==> config.mk <==
export PLATFORM = sky130hd
export DESIGN_NAME = game_sequencer
export DESIGN_NICKNAME = d
export VERILOG_FILES = /design/src/rtl/game_pkg.sv /design/src/rtl/button_edge.sv /design/src/rtl/game_sequencer.sv
export SDC_FILE = /design/constraint.sdc
export NUM_CORES = 1
export LEC_CHECK = 0
export ABC_AREA = 0
export CAP_MARGIN = 15
export CORE_MARGIN = 2
export CORE_UTILIZATION = 55
export DETAILED_ROUTE_END_ITERATION = 10
export PLACE_DENSITY = 0.85
export SYNTH_ARGS = -nofsm -noshare
export SYNTH_HDL_FRONTEND = slang
export SYNTH_SLANG_ARGS = --single-unit
==> constraint.sdc <==
create_clock -name clock_i -period 5.6 [get_ports clock_i]
set_input_delay 0.56 -clock clock_i [delete_from_list [all_inputs] [get_ports clock_i]]
set_output_delay 0.56 -clock clock_i [all_outputs]
set_load 0.005 [all_outputs]
==> src/rtl/game_pkg.sv <==
// rtl/game_pkg.sv - shared state/mode encodings and defaults for the game sequencer
package game_pkg;

   typedef enum logic [1:0] {
      ST_IDLE      = 2'b00,
      ST_COUNTDOWN = 2'b01,
      ST_PLAY      = 2'b10,
      ST_DONE      = 2'b11
   } state_e;

   typedef enum logic [1:0] {
      MODE_NONE   = 2'b00,
      MODE_EASY   = 2'b01,
      MODE_MEDIUM = 2'b10,
      MODE_HARD   = 2'b11
   } mode_e;

   localparam int DEFAULT_SCORE_MAX = 9999;

   // A zero-length phase would never see time == 1, so it is stretched to one second.
   function automatic logic [7:0] load_secs(input int secs);
      return (secs <= 0) ? 8'd1 : 8'(secs);
   endfunction

endpackage

==> src/rtl/button_edge.sv <==
// rtl/button_edge.sv - 4-bit rising-edge detector for the debounced push-buttons
module button_edge (
   input  logic       clock_i,
   input  logic       reset_i,
   input  logic [3:0] buttons_i,
   output logic [3:0] rise_o
);

   logic [3:0] prev_q;

   always_ff @(posedge clock_i or negedge reset_i) begin
      if (!reset_i) prev_q <= '0;
      else          prev_q <= buttons_i;
   end

   assign rise_o = buttons_i & ~prev_q;

endmodule

==> src/rtl/game_sequencer.sv <==
// rtl/game_sequencer.sv - mode latch, countdown/play timers, score and display select
module game_sequencer
   import game_pkg::*;
#(
   parameter int COUNTDOWN_S = 3,
   parameter int GAME_S      = 30,
   parameter int SCORE_MAX   = DEFAULT_SCORE_MAX
) (
   input  logic        clock_i,
   input  logic        reset_i,
   input  logic        tick_1hz_i,
   input  logic [3:0]  buttons_i,
   input  logic        whacked_i,
   output logic [1:0]  mode_o,
   output logic [1:0]  state_o,
   output logic        mole_enable_o,
   output logic [7:0]  time_o,
   output logic [15:0] score_o,
   output logic [15:0] display_o,
   output logic        game_done_o
);

   localparam logic [7:0]  CD_LOAD   = load_secs(COUNTDOWN_S);
   localparam logic [7:0]  GAME_LOAD = load_secs(GAME_S);
   localparam logic [15:0] SCORE_CAP = 16'(SCORE_MAX);

   state_e      state_q, state_d;
   mode_e       mode_q, mode_d;
   logic [7:0]  time_q, time_d;
   logic [15:0] score_q, score_d;
   logic [15:0] display_q, display_d;
   logic        mole_q, done_q;
   logic [3:0]  rise;

   button_edge u_button_edge (
      .clock_i   (clock_i),
      .reset_i   (reset_i),
      .buttons_i (buttons_i),
      .rise_o    (rise)
   );

   always_comb begin
      state_d   = state_q;
      mode_d    = mode_q;
      time_d    = time_q;
      score_d   = score_q;
      display_d = '0;
      case (state_q)
         ST_IDLE: begin
            if      (rise[0]) mode_d = MODE_EASY;
            else if (rise[1]) mode_d = MODE_MEDIUM;
            else if (rise[2]) mode_d = MODE_HARD;
            // Start qualifies on the mode already latched, not one arriving this cycle.
            if (rise[3] && mode_q != MODE_NONE) begin
               state_d = ST_COUNTDOWN;
               time_d  = CD_LOAD;
               score_d = '0;
            end
         end
         ST_COUNTDOWN: begin
            if (tick_1hz_i) begin
               if (time_q <= 8'd1) begin
                  state_d = ST_PLAY;
                  time_d  = GAME_LOAD;
               end else begin
                  time_d = time_q - 8'd1;
               end
            end
         end
         ST_PLAY: begin
            if (whacked_i && score_q < SCORE_CAP) score_d = score_q + 16'd1;
            if (tick_1hz_i) begin
               if (time_q <= 8'd1) begin
                  state_d = ST_DONE;
                  time_d  = 8'd0;
               end else begin
                  time_d = time_q - 8'd1;
               end
            end
         end
         default: begin
            if (rise[3]) state_d = ST_IDLE;
         end
      endcase
      // Display follows the next state so it lines up with the registered state.
      case (state_d)
         ST_IDLE: display_d = {14'd0, mode_d};
         ST_DONE: display_d = score_d;
         default: display_d = {8'd0, time_d};
      endcase
   end

   always_ff @(posedge clock_i or negedge reset_i) begin
      if (!reset_i) begin
         state_q   <= ST_IDLE;
         mode_q    <= MODE_NONE;
         time_q    <= '0;
         score_q   <= '0;
         display_q <= '0;
         mole_q    <= 1'b0;
         done_q    <= 1'b0;
      end else begin
         state_q   <= state_d;
         mode_q    <= mode_d;
         time_q    <= time_d;
         score_q   <= score_d;
         display_q <= display_d;
         mole_q    <= (state_d == ST_PLAY);
         done_q    <= (state_q == ST_PLAY) && (state_d == ST_DONE);
      end
   end

   assign state_o       = state_q;
   assign mode_o        = mode_q;
   assign time_o        = time_q;
   assign score_o       = score_q;
   assign display_o     = display_q;
   assign mole_enable_o = mole_q;
   assign game_done_o   = done_q;

endmodule

==> run metrics, run 1 <==
status=completed; synthesized cell area=2690 um2; CP Capture Type=flip-flop; register area=1250 um2; wire length of the first global-routing pass=11.2 mm; post-placement cell area=3280 um2; routed vias/inst=5.93; Seq/Total Area, Yosys=46.5%; top cell type's share of synthesized area=46.5%; Primary FF master, synth=dfrtp_1; wire per inst=16.6 um; CTS H-tree depth=2; Post-Layout Cell Count=402; dpl cells=393; CP Data Arrival Time=3.85 ns; FILL cells=364; Distinct cells, synth=57; PD cells=479 nW/um2; Final ANT Viol Nets=0; final hold vios=0; VDD IR max=339 uV; Top Ports=54; worst min path class=in -> async; Port Buffers=53; Final WS setup=1.98 ns; number of remaining DRC errors=0; worst slew pin tran=0.786 ns; dpl hpwl=4.88 mm; # clock sinks=50; post-cts hold buffer count=0; antenna violations before repair=0; Starting Density=56.9%; total die area=5460 um2; Core Area=4720 um2; post-CTS resize count=0; Total GRT Usage=26.7%; Post-synth top cells=dfrtp_1 (50), nor2_1 (31), nand2_1 (23); number of max-cap violations=0; Root Driver=clkbuf_8; minimum clock period=3.62 ns; EDFF count, synth=0; CTS tree=built; initial DRC count=276; top cells by area, synth=dfrtp_1 (47%), nor2_1 (4.3%), nand2_1 (3.2%), ha_1 (2.8%), a21oi_1 (2.0%); layout cell share with drive strength beyond 1=6.87%; synthesized flop and latch total=50; FP Rows=25; Setup Viol. Count Final=0; GRT overflow=0; clk_lat worst skew=0.31 ns; leakage=1.43 nW; TritonCTS Buffers=5; Die W=73.9 um; DIE HEIGHT=73.9 um; Crit path required time=5.82 ns; Setup Skew=0.0159 ns; Syn Nets=294; most common cell in the netlist=dfrtp_1; nets@finish=348; Critical Path Start Type=flip-flop; clock slew at reported path FFs=0.10 ns; gate count of the mapped netlist=280; routed vias=2385; Crit Path Class=reg -> reg; Post-Layout Inst Area=3400 um2; Post-Syn Area per Cell=9.60 um2; largest net degree at the start of global routing=51; Multi-input gate area=1370 um2; Final Slew Violations=0; Async S/R FF share, synth=100%; Fin Setup TNS=0 ns; pre-CTS WS=2.02 ns; gpl congestion=0.969; drt pass-1 iters=5; CTS max path bufs=2; Yosys top cell by area=dfrtp_1; total wire length=6.68 mm; Area Overhead vs Synth=26.5%; vias in the first global route=2246; fmax=276 MHz; critical path peak fanout=14; Final period util=64.7%; Synth warnings=0; postcts setup bufs=0; max_slew headroom=47.1%; Ant. Diodes=0; RSZ-0062 raised after global routing=no
flip-flops by register name (all words and copies together) (netlist names):
signal                flops
display_o                16
game_done_o               1
mode_o                    2
mole_enable_o             1
score_o                  16
state_o                   2
time_o                    8
u_button_edge.prev_q      4
final cells by class:
class	count	area share, %
clock buffer	7	2.24
tap	67	2.46
timing repair buffer	55	16.3
multi-input combinational	211	40.2
clock inverter	1	0.883
inverter	11	1.21
sequential	50	36.8
per-stage QoR:
step / hold slack (ns) / utilization [%] / total power [mW]
after floorplan: 0.264 / - / 1.06
after global placement: 0.549 / 69.4 / 1.36
after detailed placement: 0.553 / 69.4 / 1.37
after CTS: 0.492 / 71.6 / 1.62
after global routing: 0.234 / 72.0 / 1.74
final: 0.185 / 72.0 / 1.63
cells in the final DEF (no fill, tap or decap), types with 5 or more instances in the layout:
cell type        Yosys  routed
inv_1               11      11
nand2b_1             8       8
a21oi_1             11      11
dfrtp_1             50      50
clkbuf_8             0       5
o31ai_1              6       6
nor3b_1              5       5
xnor2_1              6       6
nand2_1             23      23
o21ai_0              9       9
nand4_1              6       6
clkdlybuf4s50_1      0      52
nor2_1              31      31
and2_1               6       6
nand3_1              8       8
nor3_1              10      10
and3_1               5       5
ha_1                 6       6
nor2b_1              5       5
critical path, stage by stage, from the launching register on:
cell and delay [ns]:
dfrtp_1 0.48, or4_4 0.61, nor3_4 0.32, nand3_1 0.14
o21ai_0 0.40, ha_1 0.45, nor2b_1 0.51, nand2_1 0.19
or3_1 0.34, o211ai_1 0.08
final timing paths:
path	start	endpoint	slack (ns)	cells past startpoint
max	time_o[2]	display_o[7]	1.98	9
min reg2reg	score_o[6]	score_o[6]	0.57	1
min	reset_i	time_o[0]	0.18	1
max reg2reg	time_o[2]	display_o[7]	1.98	9
min in group clock_i	score_o[6]	score_o[6]	0.57	1
max in group asynchronous	reset_i	score_o[7]	4.88	2
cell families after synthesis:
family / share of synthesized area [%]
AO/OA/AOI/OAI: 18.1
XOR/XNOR: 2.28
adder cells (fa/ha/maj): 2.79
buffers and inverters: 2.65
flip-flops: 46.5
multiplexers: 1.16
AND/OR/NAND/NOR: 26.4
power by group:
| part | switching (mW) | internal (mW) | leakage (nW) |
|---|---|---|---|
| sequential | 0.124 | 0.442 | 0.659 |
| combinational | 0.424 | 0.391 | 0.714 |
| clock | 0.115 | 0.134 | 0.0524 |
| total | 0.663 | 0.967 | 1.43 |
metal layers:
| layer | vias up | GRT usage [%] | routed length [um] |
|---|---|---|---|
| met2 | 104 | 41.4 | 3050 |
| met1 | 1126 | 38.3 | 3060 |
| li1 | 1140 | - | - |
| met5 | - | 0 | 0 |
| met4 | 0 | 8.08 | 134 |
| met3 | 15 | 4.94 | 423 |
Power figures use the tool's default switching activity.
==> inputs of run 2 (changes only) <==
--- a/config.mk
+++ b/config.mk
@@ -8,9 +8,9 @@
 export ABC_AREA = 0
 export CAP_MARGIN = 15
 export CORE_MARGIN = 2
-export CORE_UTILIZATION = 55
+export CORE_UTILIZATION = 46
 export DETAILED_ROUTE_END_ITERATION = 10
-export PLACE_DENSITY = 0.85
+export PLACE_DENSITY = 0.75
 export SYNTH_ARGS = -nofsm -noshare
 export SYNTH_HDL_FRONTEND = slang
 export SYNTH_SLANG_ARGS = --single-unit
==> constraint.sdc (replaced) <==
create_clock -name clock_i -period 3 [get_ports clock_i]
set_input_delay 0.3 -clock clock_i [delete_from_list [all_inputs] [get_ports clock_i]]
set_output_delay 0.3 -clock clock_i [all_outputs]
set_load 0.005 [all_outputs]
==> run metrics, run 2 (synthesis gave the netlist of run 1 again) <==
status=completed; reg2reg start=time_o[3]; Fin Setup TNS=0 ns; DIE HEIGHT=80.5 um; Worst Path Buf+Inv=0; critical-path cell list=or4_4 -> nor3_4 -> nand3_1 -> a22o_1 -> ha_2 -> or3b_2 -> a21oi_1 -> a221o_1; CP Data Arrival Time=3.12 ns; met1 GRT Util=33.2%; worst min path class=in -> async; gr busiest metal=met2; vias in the first global route=2271; critical path peak fanout=7; initial DRC count=150; GRT overflow=0; total die area=6470 um2; Top Ports=54; routed vias=2430; Clk pwr share=15.1%; Final Slew Violations=0; minimum clock period=2.88 ns; CP Capture Type=flip-flop; Crit path required time=3.24 ns; total wire length=6.99 mm; commonest non-fill, non-tap cell in the layout=clkdlybuf4s50_1; CTS H-tree depth=2; Total GRT Usage=23.0%; largest net degree at the start of global routing=51; Die W=80.5 um; Combinational Power Share=53.0%; clock slew at reported path FFs=0.10 ns; Ant. Diodes=0; Starting Density=48.2%; VDD IR max=569 uV; final hold vios=0; antenna violations before repair=0; stages on the worst setup path=8; Root Driver=clkbuf_8; r2r worst-path depth=8; sequential power share=31.9%; FP Rows=27; RSZ-0062 raised after global routing=no; drt pass-1 iters=6; wire length of the first global-routing pass=11.4 mm; number of max-cap violations=0; dpl hpwl=5.15 mm; Critical Path Start Type=flip-flop; max incr delay on CP=0.58 ns; Final ANT Viol Nets=0; critical path startpoint=time_o[3]; Setup Skew=0.0141 ns; Final period util=96.2%; Worst path top cell family by delay=simple AND/OR/NAND/NOR gates; number of remaining DRC errors=0; Final Util=63.1%; routed vias/inst=5.79; Int Power=1.93 mW; # clock sinks=50; critical path's slowest cell=or4_4; CTS tree=built; P_sw=1.30 mW; Setup Viol. Count Final=0; commonest cells after routing, fill and taps aside=clkdlybuf4s50_1 (52), dfrtp_1 (49), nor2_1 (31), nand2_1 (23), buf_4 (15); gpl congestion=0.905; worst reg-to-reg setup slack=0.12 ns; Sw Ratio=40.3%; Critical Path End=display_o[6]; CTS max path bufs=2; GRT met3 Usage=3.93%; nets@finish=361; Power Total=3.24 mW; Port Buffers=53; worst slew pin tran=0.819 ns; clk_lat worst skew=0.31 ns; Crit Path Class=reg -> reg; Core Area=5570 um2; Area Overhead vs Synth=30.7%; fmax=347 MHz; GRT met2 Usage=35.3%; PD cells=921 nW/um2; layout cell share with drive strength beyond 1=12.4%; wire per inst=16.7 um; leakage=1.49 nW; max_slew headroom=44.9%; TritonCTS Buffers=5; Reg2Reg Capture Point=display_o[6]
==> run 2: layer usage <==
metal  vias up  share of wire, %
met1      1170                47
li1       1163                 -
met5         -                 0
met4         0               1.6
met3         9               5.5
met2        88                45
==> run 2: power groups by stage <==
stage	registers [mW]	logic, mW	clock network, mW
2_1_floorplan	0.978	0.993	0
3_3_place_gp	1.04	1.65	0
3_5_place_dp	1.04	1.67	0
4_1_cts	1.02	1.68	0.497
5_1_grt	1.06	1.87	0.525
6_report	1.03	1.71	0.489
==> run 2: through the flow <==
step	worst slack (ns)	instance area, um2	hold WS (ns)	instances
after floorplan	0.0461	2690	0.00441	280
after global placement	0.215	3390	0.445	412
after detailed placement	0.0507	3390	0.445	412
after CTS	0.0320	3500	0.103	420
after global routing	0.0103	3510	0.122	420
final	0.115	3510	0.0693	420
==> run 2: how the worst min path moves through the flow <==
stage	cells past startpoint	to	from	slack [ns]
after floorplan	0	display_o[0]	reset_i	0.004
after global placement	2	time_o[0]	reset_i	0.45
after detailed placement	2	time_o[0]	reset_i	0.45
after CTS	2	time_o[1]	reset_i	0.10
after global routing	2	time_o[1]	reset_i	0.12
final	2	time_o[1]	reset_i	0.07
==> run 2: repair_timing <==
action,4_1_cts,5_1_grt
buffers inserted,0,0
endpoints found under the setup margin,0,11
resized for setup,0,6
hold buffers,0,0
==> run 2: area by class of cell <==
| type | count | area, um2 |
|---|---|---|
| clock buffers | 5 | 68.8 |
| clock inverters | 3 | 43.8 |
| fillers | 464 | 2060 |
| inverters | 11 | 41.3 |
| multi-input cells | 211 | 1380 |
| flip-flops and latches | 50 | 1250 |
| well taps | 72 | 90.1 |
| repair buffers | 68 | 638 |
==> run 2: worst register-to-register path: stages, from the launching register on <==
cell     delay (ns)
dfrtp_1        0.46
or4_4          0.58
nor3_4         0.21
nand3_1        0.11
a22o_1         0.28
ha_2           0.41
or3b_2         0.46
a21oi_1        0.16
a221o_1        0.15
